==> config.mk <==
export PLATFORM = sky130hd
export DESIGN_NAME = dac_spi_tx
export DESIGN_NICKNAME = d
export VERILOG_FILES = /design/src/rtl/dac_spi_tx_pkg.sv /design/src/rtl/spi_tick_gen.sv /design/src/rtl/dac_spi_tx.sv
export SDC_FILE = /design/constraint.sdc
export NUM_CORES = 1
export LEC_CHECK = 0
export ABC_AREA = 0
export CORE_ASPECT_RATIO = 0.5
export CORE_MARGIN = 3
export CORE_UTILIZATION = 50
export DETAILED_ROUTE_END_ITERATION = 8
export GPL_TIMING_DRIVEN = 1
export PLACE_DENSITY_LB_ADDON = 0.15
export REMOVE_ABC_BUFFERS = 1
export SETUP_SLACK_MARGIN = 0.15
export SYNTH_ARGS = -nofsm -noshare
export SYNTH_HDL_FRONTEND = slang
export SYNTH_SLANG_ARGS = --single-unit
==> constraint.sdc <==
create_clock -name sysclk -period 2 [get_ports sysclk]
set_input_delay 0.3 -clock sysclk [delete_from_list [all_inputs] [get_ports sysclk]]
set_output_delay 0.3 -clock sysclk [all_outputs]
set_load 0.02 [all_outputs]
==> src/rtl/dac_spi_tx_pkg.sv <==
// dac_spi_tx_pkg: frame layout, FSM encoding and frame builder for the DAC SPI transmitter
`timescale 1ns/1ps
package dac_spi_tx_pkg;
  localparam int FRAME_W  = 16;
  localparam int BUF_BIT  = 14;
  localparam int GA_BIT   = 13;
  localparam int SHDN_BIT = 12;
  typedef enum logic [2:0] {IDLE, CS_SETUP, SHIFT, CS_HOLD, LATCH} state_t;
  function automatic logic [FRAME_W-1:0] make_frame(input logic vref_buf, input logic ga_n,
                                                    input logic shdn_n, input logic [9:0] d);
    logic [FRAME_W-1:0] f;
    f = FRAME_W'({d, 2'b00});
    f[BUF_BIT] = vref_buf;
    f[GA_BIT] = ga_n;
    f[SHDN_BIT] = shdn_n;
    return f;
  endfunction
endpackage

==> src/rtl/spi_tick_gen.sv <==
// spi_tick_gen: SCK half-period tick, counter held at zero while disabled
`timescale 1ns/1ps
module spi_tick_gen #(
  parameter int CLK_DIV = 25
) (
  input  logic sysclk,
  input  logic reset,
  input  logic en,
  output logic tick
);
  logic [7:0] cnt;
  assign tick = en && cnt == 8'(CLK_DIV - 1);
  always_ff @(posedge sysclk or posedge reset)
    if (reset) cnt <= '0;
    else cnt <= (!en || tick) ? '0 : cnt + 8'd1;
endmodule

==> src/rtl/dac_spi_tx.sv <==
// dac_spi_tx: serialises 10-bit samples into MCP4911-style 16-bit SPI frames with LDAC pulse
`timescale 1ns/1ps
module dac_spi_tx
  import dac_spi_tx_pkg::*;
#(
  parameter int   CLK_DIV    = 25,
  parameter logic CFG_BUF    = 1'b0,
  parameter logic CFG_GA_N   = 1'b1,
  parameter logic CFG_SHDN_N = 1'b1
) (
  input  logic       sysclk,
  input  logic       reset,
  input  logic [9:0] data_in,
  input  logic       load,
  output logic       dac_cs,
  output logic       dac_sck,
  output logic       dac_sdi,
  output logic       dac_ld,
  output logic       busy,
  output logic       overrun
);
  state_t state, state_nxt;
  logic tick, in_idle, start, hold_full;
  logic [9:0] hold;
  logic [4:0] half;
  logic [FRAME_W-1:0] sr;
  assign in_idle = state == IDLE;
  assign start = in_idle && (hold_full || load);
  spi_tick_gen #(.CLK_DIV(CLK_DIV)) u_tick (
    .sysclk(sysclk),
    .reset (reset),
    .en    (!in_idle),
    .tick  (tick)
  );
  always_ff @(posedge sysclk or posedge reset)
    if (reset) state <= IDLE;
    else state <= state_nxt;
  always_comb begin
    state_nxt = state;
    case (state)
      IDLE:     state_nxt = start ? CS_SETUP : IDLE;
      CS_SETUP: state_nxt = tick ? SHIFT : CS_SETUP;
      SHIFT:    state_nxt = (tick && half == 5'd31) ? CS_HOLD : SHIFT;
      CS_HOLD:  state_nxt = tick ? LATCH : CS_HOLD;
      LATCH:    state_nxt = tick ? IDLE : LATCH;
      default:  state_nxt = IDLE;
    endcase
  end
  always_ff @(posedge sysclk or posedge reset)
    if (reset) begin
      hold_full <= 1'b0;
      hold <= '0;
      sr <= '0;
      half <= '0;
      overrun <= 1'b0;
    end else begin
      overrun <= load && !in_idle && hold_full;
      // In IDLE the held sample leaves for the shifter, so a coincident load can refill the slot
      if (in_idle && hold_full) begin
        hold_full <= load;
        if (load) hold <= data_in;
      end else if (load && !in_idle && !hold_full) begin
        hold_full <= 1'b1;
        hold <= data_in;
      end
      if (start) sr <= make_frame(CFG_BUF, CFG_GA_N, CFG_SHDN_N, hold_full ? hold : data_in);
      else if (state == SHIFT && tick && half[0]) sr <= {sr[FRAME_W-2:0], 1'b0};
      half <= (state != SHIFT) ? '0 : tick ? half + 5'd1 : half;
    end
  assign dac_cs  = in_idle || state == LATCH;
  assign dac_sck = state == SHIFT && half[0];
  assign dac_sdi = sr[FRAME_W-1];
  assign dac_ld  = state != LATCH;
  assign busy    = !in_idle || hold_full;
endmodule

# Word level (Yosys, flattened, before mapping)
# Index checks and enable logic that the tools add are counted.
# classes
addsub,2
n_eq_ne,9
mux,17
reduce_logical,21
# op_table
cell,count
$mux 10,4
$mux 16,2
$pmux 3 s5,1
$logic_and 1x1->1,10
$mux 5,2
$add 8x1->8 const B,1
$eq 8x5->1 const B,1
$mux 8,1
$eq 3x2->1 const B,2
$mux 3,2
$reduce_bool 2->1,3
$add 5x1->5 const B,1
$eq 5x5->1 const B,1
$logic_or 1x1->1,4
$mux 1,4
$eq 3x1->1 const B,1
$eq 3x3->1 const B,1
$logic_not 3->1,1
$ne 3x2->1 const B,1
$ne 3x3->1 const B,1
$logic_not 1->1,2
$mux 2,1
$ne 2x2->1 const B,1
$reduce_and 2->1,1
# totals
reg_bits,44
input_bits,13
output_inout_bits,6
elab_cells,56

# Logic depth before layout (Yosys ltp)
# Gate-level depths: netlist of run 1.
# logic_depth
depth_word,7
depth_mapped,7
depth_no_buf,6

# Modules after synthesis
# A second synthesis of run 1 with hierarchy kept.
# unflattened
cells_unflattened,177
hier_area_um2,2045.7
# modules_own_cells
module,instances,cells_each,area_per_inst_um2,seq_area_each_um2
dac_spi_tx,1,136,1631.6,850.8
spi_tick_gen,1,41,414.1,200.2

# Worst setup path after synthesis of run 1
# No wires, ideal clock.
# synth_path
path_kind,reg2reg
from,reg u_tick.cnt[0]
to,reg half[3]
setup_time_ps,78
arrival_ps,2066
required_time_ps,1922
setup_slack_ps,-144
stages_incl_launch_ff,8
n_path_buf,1
synth_period_minus_slack_ps,2144
cell_sequence,dfrtp_1 > inv_1 > ha_1 > or3b_1 > or4_1 > buf_6 > or4_1 > a21oi_1
# synth_via
elab_chain_cells,3
# synth_rtl
element,line_no,text
start: declaration,spi_tick_gen.sv:11,logic [7:0] cnt;
start signal: assignment,spi_tick_gen.sv:15,else cnt <= (!en || tick) ? '0 : cnt + 8'd1;
$eq 8x5->1,spi_tick_gen.sv:12,assign tick = en && cnt == 8'(CLK_DIV - 1);
$logic_and 1x1->1,spi_tick_gen.sv:12,
$reduce_bool 2->1 (no line),-,
end signal: assignment,dac_spi_tx.sv:68,half <= (state != SHIFT) ? '0 : tick ? half + 5'd1 : half;
end: declaration,dac_spi_tx.sv:25,logic [4:0] half;
# Every way passes these cells.
# A chain may end at the register's enable or synchronous reset.

# Worst setup path after layout of run 1
# layout_path
from,reg u_tick.cnt[1]
to,reg half[3]
# The elaborated chain is that of the path after synthesis.

==> metrics.md, run 1 <==
| Metric | Value |
|---|---|
| PD cells | 628 mW/mm^2 |
| Arrival time reported for the critical path endpoint | 2.20 ns |
| Critical path endpoint category | flip-flop |
| Detailed-route via count | 1478 |
| Number of flops mapped to enable cells by yosys | 0 |
| Met1 routing resource usage after global routing | 24.1% |
| Antenna-violating nets left | 0 |
| # clock sinks | 42 |
| Launching instance or port of the critical path | u_tick.cnt[1]$_DFF_PP0_ |
| # Max-Cap Violations | 0 |
| Initial standard-cell utilization of the core | 55.5% |
| Proportion of layout cells with a drive suffix above 1 | 24.7% |
| RSZ-0062 raised after global routing | yes |
| Gpl congestion | 0.833 |
| Capturing point of the worst reg2reg path | half[3]$_DFFE_PP0P_ |
| Distinct cell type count after synthesis | 38 |
| Startpoint type of the worst setup path | flip-flop |
| Cell row count | 15 |
| Max Fanout on Critical Path | 7 |
| Floorplan die area | 0.00491 mm^2 |
| Worst setup skew after layout | 0.00981 ns |
| Total track usage | 18.1% |
| Total wire length after detailed routing | 4000 um |
| Worst Hold Class | input port to asynchronous set/reset pin |
| Most used routing layer in global routing | met2 |
| Floorplan die width | 96.2 um |
| Via count of the first global-routing pass | 1494 |
| Count of final setup violators | 1 |
| Count of placed standard cells including taps | 258 |
| Met3 Track Usage GR | 4.85% |
| Source-to-sink clock delay at the later pin of the worst-skew pair | 0.30 ns |
| Synth Register Bits | 42 |
| Kind of critical path | flip-flop to flip-flop |
| Commonest non-fill, non-tap cell in the layout | sky130_fd_sc_hd__dfrtp_1 |
| Initial antenna violation count | 0 |
| # DRC | 0 |
| Top-level port count | 19 |
| Routed WL per cell | 14.8 um |
| Fin crit period | 2.02 ns |
| Outcome | finished with violations |
| Average cell area after synthesis | 11.2 um^2 |
| Post-synth top flop | sky130_fd_sc_hd__dfrtp_1 |
| CTS tree | yes |
| Iteration-0 DRC Markers | 50 |
| Pin count of the biggest net entering global routing | 43 |
| Die extent in y | 51.1 um |
| Achievable frequency | 0.494 GHz |
| Total CTS buffers | 5 |
| Maximum clock path buffer count | 2 |
| Violated checks | setup timing |
| Max VDD drop | 0.333 mV |
| Number of standard cells in the final layout excluding fillers | 270 |
| Number of port buffers | 18 |
| Tcrit/Tclk final | 101% |
| Pre-Repair DR Iteration Count | 4 |
| Post-detail-place hpwl | 2590 um |
| Fraction of the yosys area taken by sequential cells | 51.7% |
| Net count, final | 235 |
| Met2 Usage GRT | 29.5% |
| H-Tree Depth | 2 |
| Worst flop-to-flop path startpoint | u_tick.cnt[1]$_DFF_PP0_ |
| Relative max-transition margin | 65.2% |
| Remaining global-route overflow | 0 |
| Final critical-path setup slack | -0.0231 ns |
| Cell at the root of the clock tree | sky130_fd_sc_hd__clkbuf_8 |
| Area growth from synthesis to layout | 28.1% |
| Slew at the pin closest to its max-slew limit | 0.523 ns |
| First-pass GRT wire length | 6830 um |
| Post-Syn Area | 0.00203 mm^2 |
| Synth Instances | 182 |
| Hold Violations, Final | 0 |
| Clock-pin transition on the worst setup and hold timing paths | 0.09 ns |
| Count of pins over their slew limit | 0 |
| Depth of the worst register-to-register path | 7 |
| Vias per cell | 5.47 |
| Warning count from the yosys run | 0 |
| Commonest cells after routing, fill and taps aside | sky130_fd_sc_hd__dfrtp_1, sky130_fd_sc_hd__nor2_1, sky130_fd_sc_hd__buf_4 |
| Internal reg-to-reg setup slack | -0.02 ns |
| Floorplan core area | 0.00366 mm^2 |
| Antenna cells | 0 |
| Fin Setup TNS | -0.0231 ns |
| Leakage | 1.07 nW |
| Worst Path Required | 2.18 ns |
| FFs w/ async S/R, synth | 100% |
state kept, by name, indices dropped and copies added, names as in the netlist:
| signal | count |
|---|---|
| half | 5 |
| hold | 10 |
| hold_full | 1 |
| overrun | 1 |
| sr | 14 |
| state | 3 |
| u_tick.cnt | 8 |
cell families after synthesis:
group                      Yosys count  synth area share (%)
AOI/OAI and AO/OA                   25                  7.51
xor gates and xnor gates             9                  3.88
adders and majority gates            5                  2.96
buffers and inverters               12                  2.77
DFF                                 42                  51.7
muxes                               27                  13.9
and+or+nand+nor                     62                  17.2
repair_timing:
item | 4_1_cts | 5_1_grt
endpoints found under the setup margin | 19 | 21
pin swaps | 2 | 11
gates resized for setup | 11 | 10
hold buffers | 0 | 0
setup buffers | 0 | 3
cloned | 0 | 1
hold endpoints to repair | 0 | 0
cell usage after synthesis, drive strengths merged (2+ instances only):
library cell  count  area, um^2
nor2b             9        56.3
nor3              2        10.0
o21ai             4        20.0
xnor2             5        43.8
and3              4        26.3
clkbuf            6        22.5
ha                4        50.1
xor2              4        35.0
a21oi            10        50.1
mux2             10         113
o31ai             2        15.0
inv               4        15.0
nor4              2        18.8
or3b              2        17.5
mux2i            17         170
or4               2        15.0
nand3             5        25.0
buf               2        18.8
nor2             19        71.3
dfrtp            42        1050
nand3b            2        15.0
a211oi            9        67.6
nand2             6        22.5
critical path: stages, from the launching register on:
cell and delay [ns]:
sky130_fd_sc_hd__dfrtp_1 0.39, sky130_fd_sc_hd__inv_1 0.06, sky130_fd_sc_hd__ha_2 0.17, sky130_fd_sc_hd__or3b_1 0.35, sky130_fd_sc_hd__or4_4 0.43, sky130_fd_sc_hd__buf_6 0.16
sky130_fd_sc_hd__o31ai_2 0.26, sky130_fd_sc_hd__a21oi_2 0.08
through the flow:
step / cell area, um^2 / setup WS [ns] / total power [mW] / utilization (%) / hold slack, ns
global placement: 2370 / 0.00946 / 0.981 / 64.7 / 0.486
detailed placement: 2370 / -0.0668 / 0.985 / 64.7 / 0.489
floorplan: 1990 / -0.425 / 0.942 / - / 0.451
CTS: 2510 / 0.00765 / 1.66 / 68.5 / 0.443
global route: 2600 / -0.0969 / 1.71 / 71.1 / 0.477
finish: 2600 / -0.0231 / 1.64 / 71.1 / 0.422
cell type report:
type / count / area [um^2]
flip-flops and latches: 42 / 1050
multi-input cells: 128 / 1010
fillers: 268 / 1060
clock inverters: 2 / 37.5
clock buffers: 6 / 72.6
repair buffers: 37 / 355
inverters: 4 / 15.0
well taps: 51 / 63.8
worst max path at each step:
stage / endpoint / slack, ns
after floorplan: sr[10]$_DFFE_PP0P_ / -0.42
after global placement: half[3]$_DFFE_PP0P_ / 0.009
after detailed placement: half[3]$_DFFE_PP0P_ / -0.07
after CTS: half[3]$_DFFE_PP0P_ / 0.008
after global routing: half[3]$_DFFE_PP0P_ / -0.1
final: half[3]$_DFFE_PP0P_ / -0.02
power breakdown:
| part | total (mW) | switching (mW) | internal, mW | leakage [nW] |
|---|---|---|---|---|
| Combinational | 0.0796 | 0.0328 | 0.0468 | 0.536 |
| Clock | 0.669 | 0.296 | 0.373 | 0.0514 |
| Sequential | 0.888 | 0.0128 | 0.875 | 0.487 |
| Total | 1.64 | 0.342 | 1.29 | 1.07 |
metal layers:
metal | routed length, um | vias to the layer above | part of all wire (%)
li1 | - | 721 | -
met3 | 115 | 5 | 2.9
met5 | 0 | - | 0
met2 | 1890 | 20 | 47
met1 | 1960 | 732 | 49
met4 | 37 | 0 | 0.92
No activity file was read; power rests on OpenSTA's default activity.
==> run 2: changes to the inputs <==
--- a/config.mk
+++ b/config.mk
@@ -14,6 +14,7 @@
 export PLACE_DENSITY_LB_ADDON = 0.15
 export REMOVE_ABC_BUFFERS = 1
 export SETUP_SLACK_MARGIN = 0.15
+export SLEW_MARGIN = 20
 export SYNTH_ARGS = -nofsm -noshare
 export SYNTH_HDL_FRONTEND = slang
 export SYNTH_SLANG_ARGS = --single-unit
==> results of run 2 <==
No change in the layout: final DEF, timing and power equal those of run 1.
==> run 3: changes to the inputs <==
--- a/config.mk
+++ b/config.mk
@@ -6,6 +6,7 @@
 export NUM_CORES = 1
 export LEC_CHECK = 0
 export ABC_AREA = 0
+export ABC_CLOCK_PERIOD_IN_PS = 2000
 export CORE_ASPECT_RATIO = 0.5
 export CORE_MARGIN = 3
 export CORE_UTILIZATION = 50
==> results of run 3 <==
No change in the layout: final DEF, timing and power equal those of run 1.
